`config.mk`:
```
export PLATFORM = sky130hd
export DESIGN_NAME = reg_bank_port_arbiter
export DESIGN_NICKNAME = d
export VERILOG_FILES = /design/src/rtl/reg_bank_port_arbiter.sv
export SDC_FILE = /design/constraint.sdc
export NUM_CORES = 1
export LEC_CHECK = 0
export ABC_CLOCK_PERIOD_IN_PS = 2200
export CAP_MARGIN = 20
export CORE_MARGIN = 2
export CORE_UTILIZATION = 38
export DETAILED_ROUTE_END_ITERATION = 8
export PLACE_DENSITY = 0.93
export SYNTH_ARGS = -nofsm -noshare
export SYNTH_HDL_FRONTEND = slang
export SYNTH_SLANG_ARGS = --single-unit
```
`constraint.sdc`:
```
create_clock -name clock_signal -period 2.2 [get_ports clock_signal]
set_clock_uncertainty 0.05 [all_clocks]
set_input_delay 0.44 -clock clock_signal [delete_from_list [all_inputs] [get_ports clock_signal]]
set_output_delay 0.44 -clock clock_signal [all_outputs]
set_load 0.005 [all_outputs]
```
`src/rtl/reg_bank_port_arbiter.sv`:
```
// Round-robin arbiter sharing the single register-bank port among N_REQ requesters.
// One operation in flight: IDLE accepts, ISSUE strobes the bank, RESP returns read data.
module reg_bank_port_arbiter #(
  parameter int N_REQ  = 4,
  parameter int ADDR_W = 4,
  parameter int DATA_W = 8
) (
  input  logic                      clock_signal,
  input  logic                      reset,
  input  logic [N_REQ-1:0]          req_valid,
  input  logic [N_REQ-1:0]          req_we,
  input  logic [N_REQ*ADDR_W-1:0]   req_addr,
  input  logic [N_REQ*DATA_W-1:0]   req_wdata,
  output logic [N_REQ-1:0]          req_ready,
  output logic [N_REQ-1:0]          rsp_valid,
  output logic [DATA_W-1:0]         rsp_rdata,
  output logic                      bank_en,
  output logic                      bank_we,
  output logic [ADDR_W-1:0]         bank_addr,
  output logic [DATA_W-1:0]         bank_wdata,
  input  logic [DATA_W-1:0]         bank_rdata
);

  localparam int IDX_W = (N_REQ > 1) ? $clog2(N_REQ) : 1;

  typedef enum logic [1:0] {IDLE, ISSUE, RESP} state_t;

  state_t             state, state_next;
  logic [IDX_W-1:0]   last_grant, grant_idx, winner;
  logic               found, accept;
  logic               we_p1;
  logic [ADDR_W-1:0]  addr_p1;
  logic [DATA_W-1:0]  wdata_p1;
  logic [DATA_W-1:0]  rdata_hold;

  // Search starts just after the last grant so every requester gets a turn.
  always_comb begin : arb
    logic [IDX_W-1:0] idx;
    winner = '0;
    found  = 1'b0;
    idx    = '0;
    for (int k = 1; k <= N_REQ; k++) begin
      idx = IDX_W'((int'(last_grant) + k) % N_REQ);
      if (!found && req_valid[idx]) begin
        found  = 1'b1;
        winner = idx;
      end
    end
  end

  assign accept = (state == IDLE) && found && !reset;

  always_comb begin
    state_next = state;
    case (state)
      IDLE:    if (found) state_next = ISSUE;
      ISSUE:   state_next = we_p1 ? IDLE : RESP;
      RESP:    state_next = IDLE;
      default: state_next = IDLE;
    endcase
  end

  always_ff @(posedge clock_signal) begin
    if (reset) begin
      state      <= IDLE;
      last_grant <= IDX_W'(N_REQ - 1);
      grant_idx  <= '0;
      rdata_hold <= '0;
    end else begin
      state <= state_next;
      if (accept) begin
        grant_idx  <= winner;
        last_grant <= winner;
      end
      if (state == RESP) rdata_hold <= bank_rdata;
    end
  end

  // p1: winner's request captured at the accept edge
  always_ff @(posedge clock_signal) begin
    if (accept) begin
      we_p1    <= req_we[winner];
      addr_p1  <= req_addr[int'(winner)*ADDR_W +: ADDR_W];
      wdata_p1 <= req_wdata[int'(winner)*DATA_W +: DATA_W];
    end
  end

  // Reset suppresses responses of an interrupted op, but an already-driven bank strobe stands.
  always_comb begin
    req_ready  = '0;
    rsp_valid  = '0;
    rsp_rdata  = rdata_hold;
    bank_en    = 1'b0;
    bank_we    = 1'b0;
    bank_addr  = '0;
    bank_wdata = '0;
    if (accept) req_ready[winner] = 1'b1;
    if (state == ISSUE) begin
      bank_en    = 1'b1;
      bank_we    = we_p1;
      bank_addr  = addr_p1;
      bank_wdata = wdata_p1;
      if (we_p1 && !reset) rsp_valid[grant_idx] = 1'b1;
    end
    if (state == RESP && !reset) begin
      rsp_valid[grant_idx] = 1'b1;
      rsp_rdata            = bank_rdata;
    end
  end

endmodule
```
Yosys cells after proc, flatten, opt, wreduce, memory -nomap -nowiden
Cells that the tools add are included.
Operators by class
  add/sub/neg operators: 4
  order comparisons: 8
  equality and inequality tests: 3
  shift-type cells: 2
  mux-type cells: 34
  bitwise logic cells: 1
  reductions and logical operators: 14
Operators by type and width (number)
  $shiftx A32 B6 Y8: 1
  $mux W4: 5
  $lt A2 B3 Y1 const B: 6
  $mux W8: 2
  $shiftx A16 B5 Y4: 1
  $mux W1: 13
  $mux W2: 6
  $bmux W1 S2: 5
  $logic_and A1 B1 Y1: 9
  $add A2 B1 Y2 const B: 2
  $add A2 B2 Y2 const B: 2
  $demux W1 S2: 2
  $ge A2 B1 Y1 const B: 2
  $logic_not A1 Y1: 4
  $or A4 B4 Y4: 1
  $pmux W2 S2: 1
  $eq A2 B1 Y1 const B: 1
  $eq A2 B2 Y1 const B: 1
  $logic_not A2 Y1: 1
  $ne A2 B2 Y1 const B: 1
Storage, ports and cells
  bits in registers: 27
  input port bits: 66
  logic and storage cells: 73

Longest topological paths before layout
Gate-level depths: netlist (run 1).
  depth after elaboration: 18
  mapped depth: 7

Worst setup path after synthesis (run 1)
No wires, ideal clock.
  kind: input -> output
  start point: in reset
  end point: out req_ready[0]
  data arrival time: 1.538 ns
  data required time: 1.710 ns
  setup slack: 0.172 ns
  cell stages on the path: 4
  path buffers: 1
  cell sequence: clkbuf_1 -> a2111o_1 -> inv_1 -> and3_1
Between the ends
  word-level cells in the longest chain between the ends: 3
RTL lines
  from (decl): RTL line 9  | input logic reset,
  $logic_not A1 Y1: RTL line 51  | assign accept = (state == IDLE) && found && !reset;
  $logic_and A1 B1 Y1: RTL line 51
  net accept: RTL line 30  | logic found, accept;
  $mux W4: RTL line 97  | if (accept) req_ready[winner] = 1'b1;
  to (decl): RTL line 14  | output logic [N_REQ-1:0] req_ready,
The timed path passes the listed nets, and every way through them passes these cells.

Worst setup path after layout (run 1)
  start point: in req_valid[2]
  end point: out req_ready[1]
Between the ends
  word-level cells in the longest chain between the ends: 17
RTL lines
  from (decl): RTL line 10  | input logic [N_REQ-1:0] req_valid,
  $bmux W1 S2: RTL line 44  | if (!found && req_valid[idx]) begin
  $mux W1 (implied by the code): RTL line 44
  $mux W1: RTL line 44
  $logic_not A1 Y1: RTL line 44
  $logic_and A1 B1 Y1: RTL line 44
  $mux W1: RTL line 44
  $logic_not A1 Y1: RTL line 44
  $logic_and A1 B1 Y1: RTL line 44
  $mux W1: RTL line 44
  $logic_not A1 Y1: RTL line 44
  $logic_and A1 B1 Y1: RTL line 44
  $mux W2: RTL line 44
  $lt A2 B3 Y1 (implied by the code) / $ge A2 B1 Y1 (equally long branches): RTL line 97
  $logic_and A1 B1 Y1 (implied by the code): RTL line 97
  $mux W1 (implied by the code): RTL line 97
  $demux W1 S2: RTL line 97
  $mux W4 *: RTL line 97
Every way passes the cells marked *; elsewhere a longest branch is shown, timed or not. The select of a mux whose other input is x is not followed.

==> results of run 1 <==
-- power by group through the flow --
stage / clock [mW] / sequential (mW) / combinational (mW)
2_1_floorplan: 0 / 0.608 / 0.243
3_3_place_gp: 0 / 0.613 / 0.478
3_5_place_dp: 0 / 0.616 / 0.490
4_1_cts: 0.282 / 0.606 / 0.518
5_1_grt: 0.302 / 0.612 / 0.596
6_report: 0.277 / 0.606 / 0.552
-- area by class of cell --
type	count	area [sq um]
Clock buffer	3	41.3
Clock inverter	1	5.00
Fill cell	315	1140
Inverter	3	11.3
Multi-Input combinational cell	151	911
Sequential cell	27	677
Tap cell	50	62.6
Timing Repair Buffer	129	1210
-- logic make-up after synthesis --
logic type             share of synthesized area
buffers and inverters                     0.0632
flip-flops                                 0.413
AND/OR/NAND/NOR                            0.282
AO/OA/AOI/OAI                              0.186
multiplexers                              0.0555
-- critical path: cells and delay by family --
family	cells	cell delay [ps]
buf+inv	4	570
simple gates	3	490
compound gates	1	210
-- routing by layer --
metal,wire length (um),up-vias
met5,0,-
met1,2120,870
met3,221,12
met4,172,0
met2,3030,53
li1,-,913
-- metrics by stage --
| step | area (sq um) | utilization | TNS [ps] | total power, mW |
|---|---|---|---|---|
| after global routing | 2920 | 0.720 | -125 | 1.51 |
| final | 2920 | 0.720 | -2.77 | 1.44 |
| after global placement | 2680 | 0.661 | -8840 | 1.09 |
| after detailed placement | 2680 | 0.661 | -9830 | 1.11 |
| after CTS | 2810 | 0.693 | -605 | 1.41 |
| after floorplan | 1620 | - | 0 | 0.851 |
-- how the worst min path moves through the flow --
| stage | from | endpoint | cells past startpoint |
|---|---|---|---|
| 6_report | rdata_hold[2]$_SDFFE_PP0N_ | rdata_hold[2]$_SDFFE_PP0N_ | 2 |
| 5_1_grt | rdata_hold[1]$_SDFFE_PP0N_ | rdata_hold[1]$_SDFFE_PP0N_ | 2 |
| 3_5_place_dp | we_p1$_DFFE_PP_ | state[1]$_SDFFE_PP0P_ | 1 |
| 4_1_cts | rdata_hold[2]$_SDFFE_PP0N_ | rdata_hold[2]$_SDFFE_PP0N_ | 2 |
| 3_3_place_gp | we_p1$_DFFE_PP_ | state[1]$_SDFFE_PP0P_ | 1 |
| 2_1_floorplan | we_p1$_DFFE_PP_ | state[1]$_SDFFE_PP0P_ | 1 |
-- flip-flops by register name, summed over array words and instances, names as in the netlist --
register    flops
addr_p1         4
grant_idx       2
last_grant      2
rdata_hold      8
state           2
wdata_p1        8
we_p1           1
-- synthesized netlist by cell type --
| cell type | n | area share |
|---|---|---|
| nand3_1 | 1 | 0.0031 |
| buf_6 | 2 | 0.014 |
| mux2_2 | 8 | 0.056 |
| a21o_1 | 1 | 0.0046 |
| buf_4 | 2 | 0.0092 |
| clkbuf_1 | 5 | 0.012 |
| nor2b_1 | 3 | 0.012 |
| a32oi_1 | 13 | 0.070 |
| o21ai_1 | 1 | 0.0031 |
| a211o_1 | 1 | 0.0054 |
| buf_2 | 4 | 0.012 |
| and3b_1 | 1 | 0.0054 |
| nand2_1 | 59 | 0.14 |
| nor2_2 | 1 | 0.0039 |
| o21bai_1 | 1 | 0.0046 |
| edfxtp_1 | 13 | 0.24 |
| or2_4 | 1 | 0.0054 |
| a21oi_2 | 6 | 0.032 |
| nor2_1 | 11 | 0.025 |
| nor3_1 | 1 | 0.0031 |
| o21ai_0 | 1 | 0.0031 |
| nor3b_1 | 2 | 0.0092 |
| dfxtp_1 | 14 | 0.17 |
| a21oi_1 | 18 | 0.056 |
| and2b_1 | 1 | 0.0046 |
| and3_1 | 4 | 0.015 |
| nand2b_1 | 2 | 0.0077 |
| a2111o_1 | 1 | 0.0069 |
| inv_1 | 3 | 0.0069 |
| or2b_1 | 1 | 0.0046 |
| and2_1 | 12 | 0.046 |
| buf_8 | 1 | 0.0092 |
-- repair_timing --
item | CTS | global route
endpoints found under the setup margin | 21 | 25
resized for setup | 46 | 26
setup buffers | 7 | 9
pin swaps | 5 | 7
==> results.cfg, run 1 <==
[status]
outcome = finished, violations left
failed_checks = negative setup slack

[place]
place.port_buffers = 95
pre_cts_ws_ps = -654
dp_hpwl_mm = 4.09
gp_congestion = 0.847
dp.cells = 344

[grt]
grt-ovfl-total = 0
grt_busiest_layer = met2
grt_util_met2 = 0.421
grt_max_degree = 22
grt_pass1_vias = 1826
antenna_found_initial = 0
groute.usage.overall = 0.219
met1_usage = 0.238
grt_use_met3 = 0.0218
grt_pass1_wl_mm = 8.50

[worst_setup_path]
r2r-end = wdata_p1[0]$_DFFE_PP_
max_stage_delay_ps = 220
r2r_slack_ps = 230
path_common_cell = buf_4
r2r_cells = 7
criticalPathCategory = in2out
crit-reg2reg-launch = last_grant[0]$_SDFFE_PP1P_
arrival_ps = 1710
slowest_stage = or2b_1
cp-start-kind = input pin
path_cells = clkdlybuf4s15_2 > buf_4 > or2b_1 > a21o_1 > buf_4 > nand3_2 > and3_1 > clkbuf_2
end_kind = primary output
worst-path-max-fanout = 4
endpoint = req_ready[1]
critPathRequiredTime_ps = 1710
crit_start = req_valid[2]

[timing]
finalHoldWorstSlack_ps = 410
finalWorstPathRequiredPeriod_ps = 2200
worst_pin_slew_ps = 584
maxSlewHeadroom = 0.610
hold_viol_final = 0
rsz0062_at_grt = true
slew_violations = 0
setup_viol = 1
clock.fmax_mhz = 454
finalCritPeriodShare = 1.00
finalWorstSetupSlack_ps = -2.77

[cts]
cts_tree = yes
path_clk_slew_ps = 90
root_buffer = clkbuf_8
tritoncts.num_buffers = 3
clock-sinks = 27
cts_hold_buf = 0
clk_latency_ps = 270
htreeDepth = 1
cts.path.max_buffers = 2

[route]
via_count = 1848
avgViaCountPerCell = 5.08
dr.pass1.iters = 4
wl_per_cell_um = 15.2
drtAntennaViolNets = 0
drt-total-wl_mm = 5.54
post-route-drc-count = 0
dr.first_iter.drc_count = 106

[die]
core.rowCount = 23
die_h_um = 69.4
die_x_um = 69.4
core_area_sq_mm = 0.00406
design.die.area_sq_mm = 0.00481
pin_count = 96
initial_utilization = 0.400

[layout]
layout_common_cells = clkdlybuf4s50_1, nand2_1, buf_4
fin_nets = 381
drive_gt1_frac = 0.245
fin_cells = 364
mostFrequentLayoutCell = clkdlybuf4s50_1
diodes = 0
area_growth_pct = 80.0

[power_and_ir_drop]
p_leak_nw = 1.33
internal_power_mw = 1.03
power_frac_clock = 0.193
switchingPower_mw = 0.407
ir_drop_mv = 0.304
swShare = 0.284
seqPwrFrac = 0.423
power_frac_comb = 0.384
p_per_area_mw_per_mm2 = 491

[min_path]
min_path_type = reg2reg

[synthesis]
synthCells = 195
postSynthAreaPerCell_sq_um = 8.32
ys_seq_area_frac = 0.413
netlist_area_sq_mm = 0.00162
synth_seq_cells = 27
syn_nets = 261
synth_cell_types = 32
yosys_warnings = 0

[flow_run]
cap_violations = 0
Note: power is estimated with default switching activity, not from simulation.
==> run 2: changes to the inputs <==
--- a/config.mk
+++ b/config.mk
@@ -9,6 +9,7 @@
 export CAP_MARGIN = 20
 export CORE_MARGIN = 2
 export CORE_UTILIZATION = 38
+export CTS_CLUSTER_SIZE = 24
 export DETAILED_ROUTE_END_ITERATION = 8
 export PLACE_DENSITY = 0.93
 export SYNTH_ARGS = -nofsm -noshare
==> results of run 2 <==
Same layout as run 1: the final DEF is identical, and so are final timing and power.
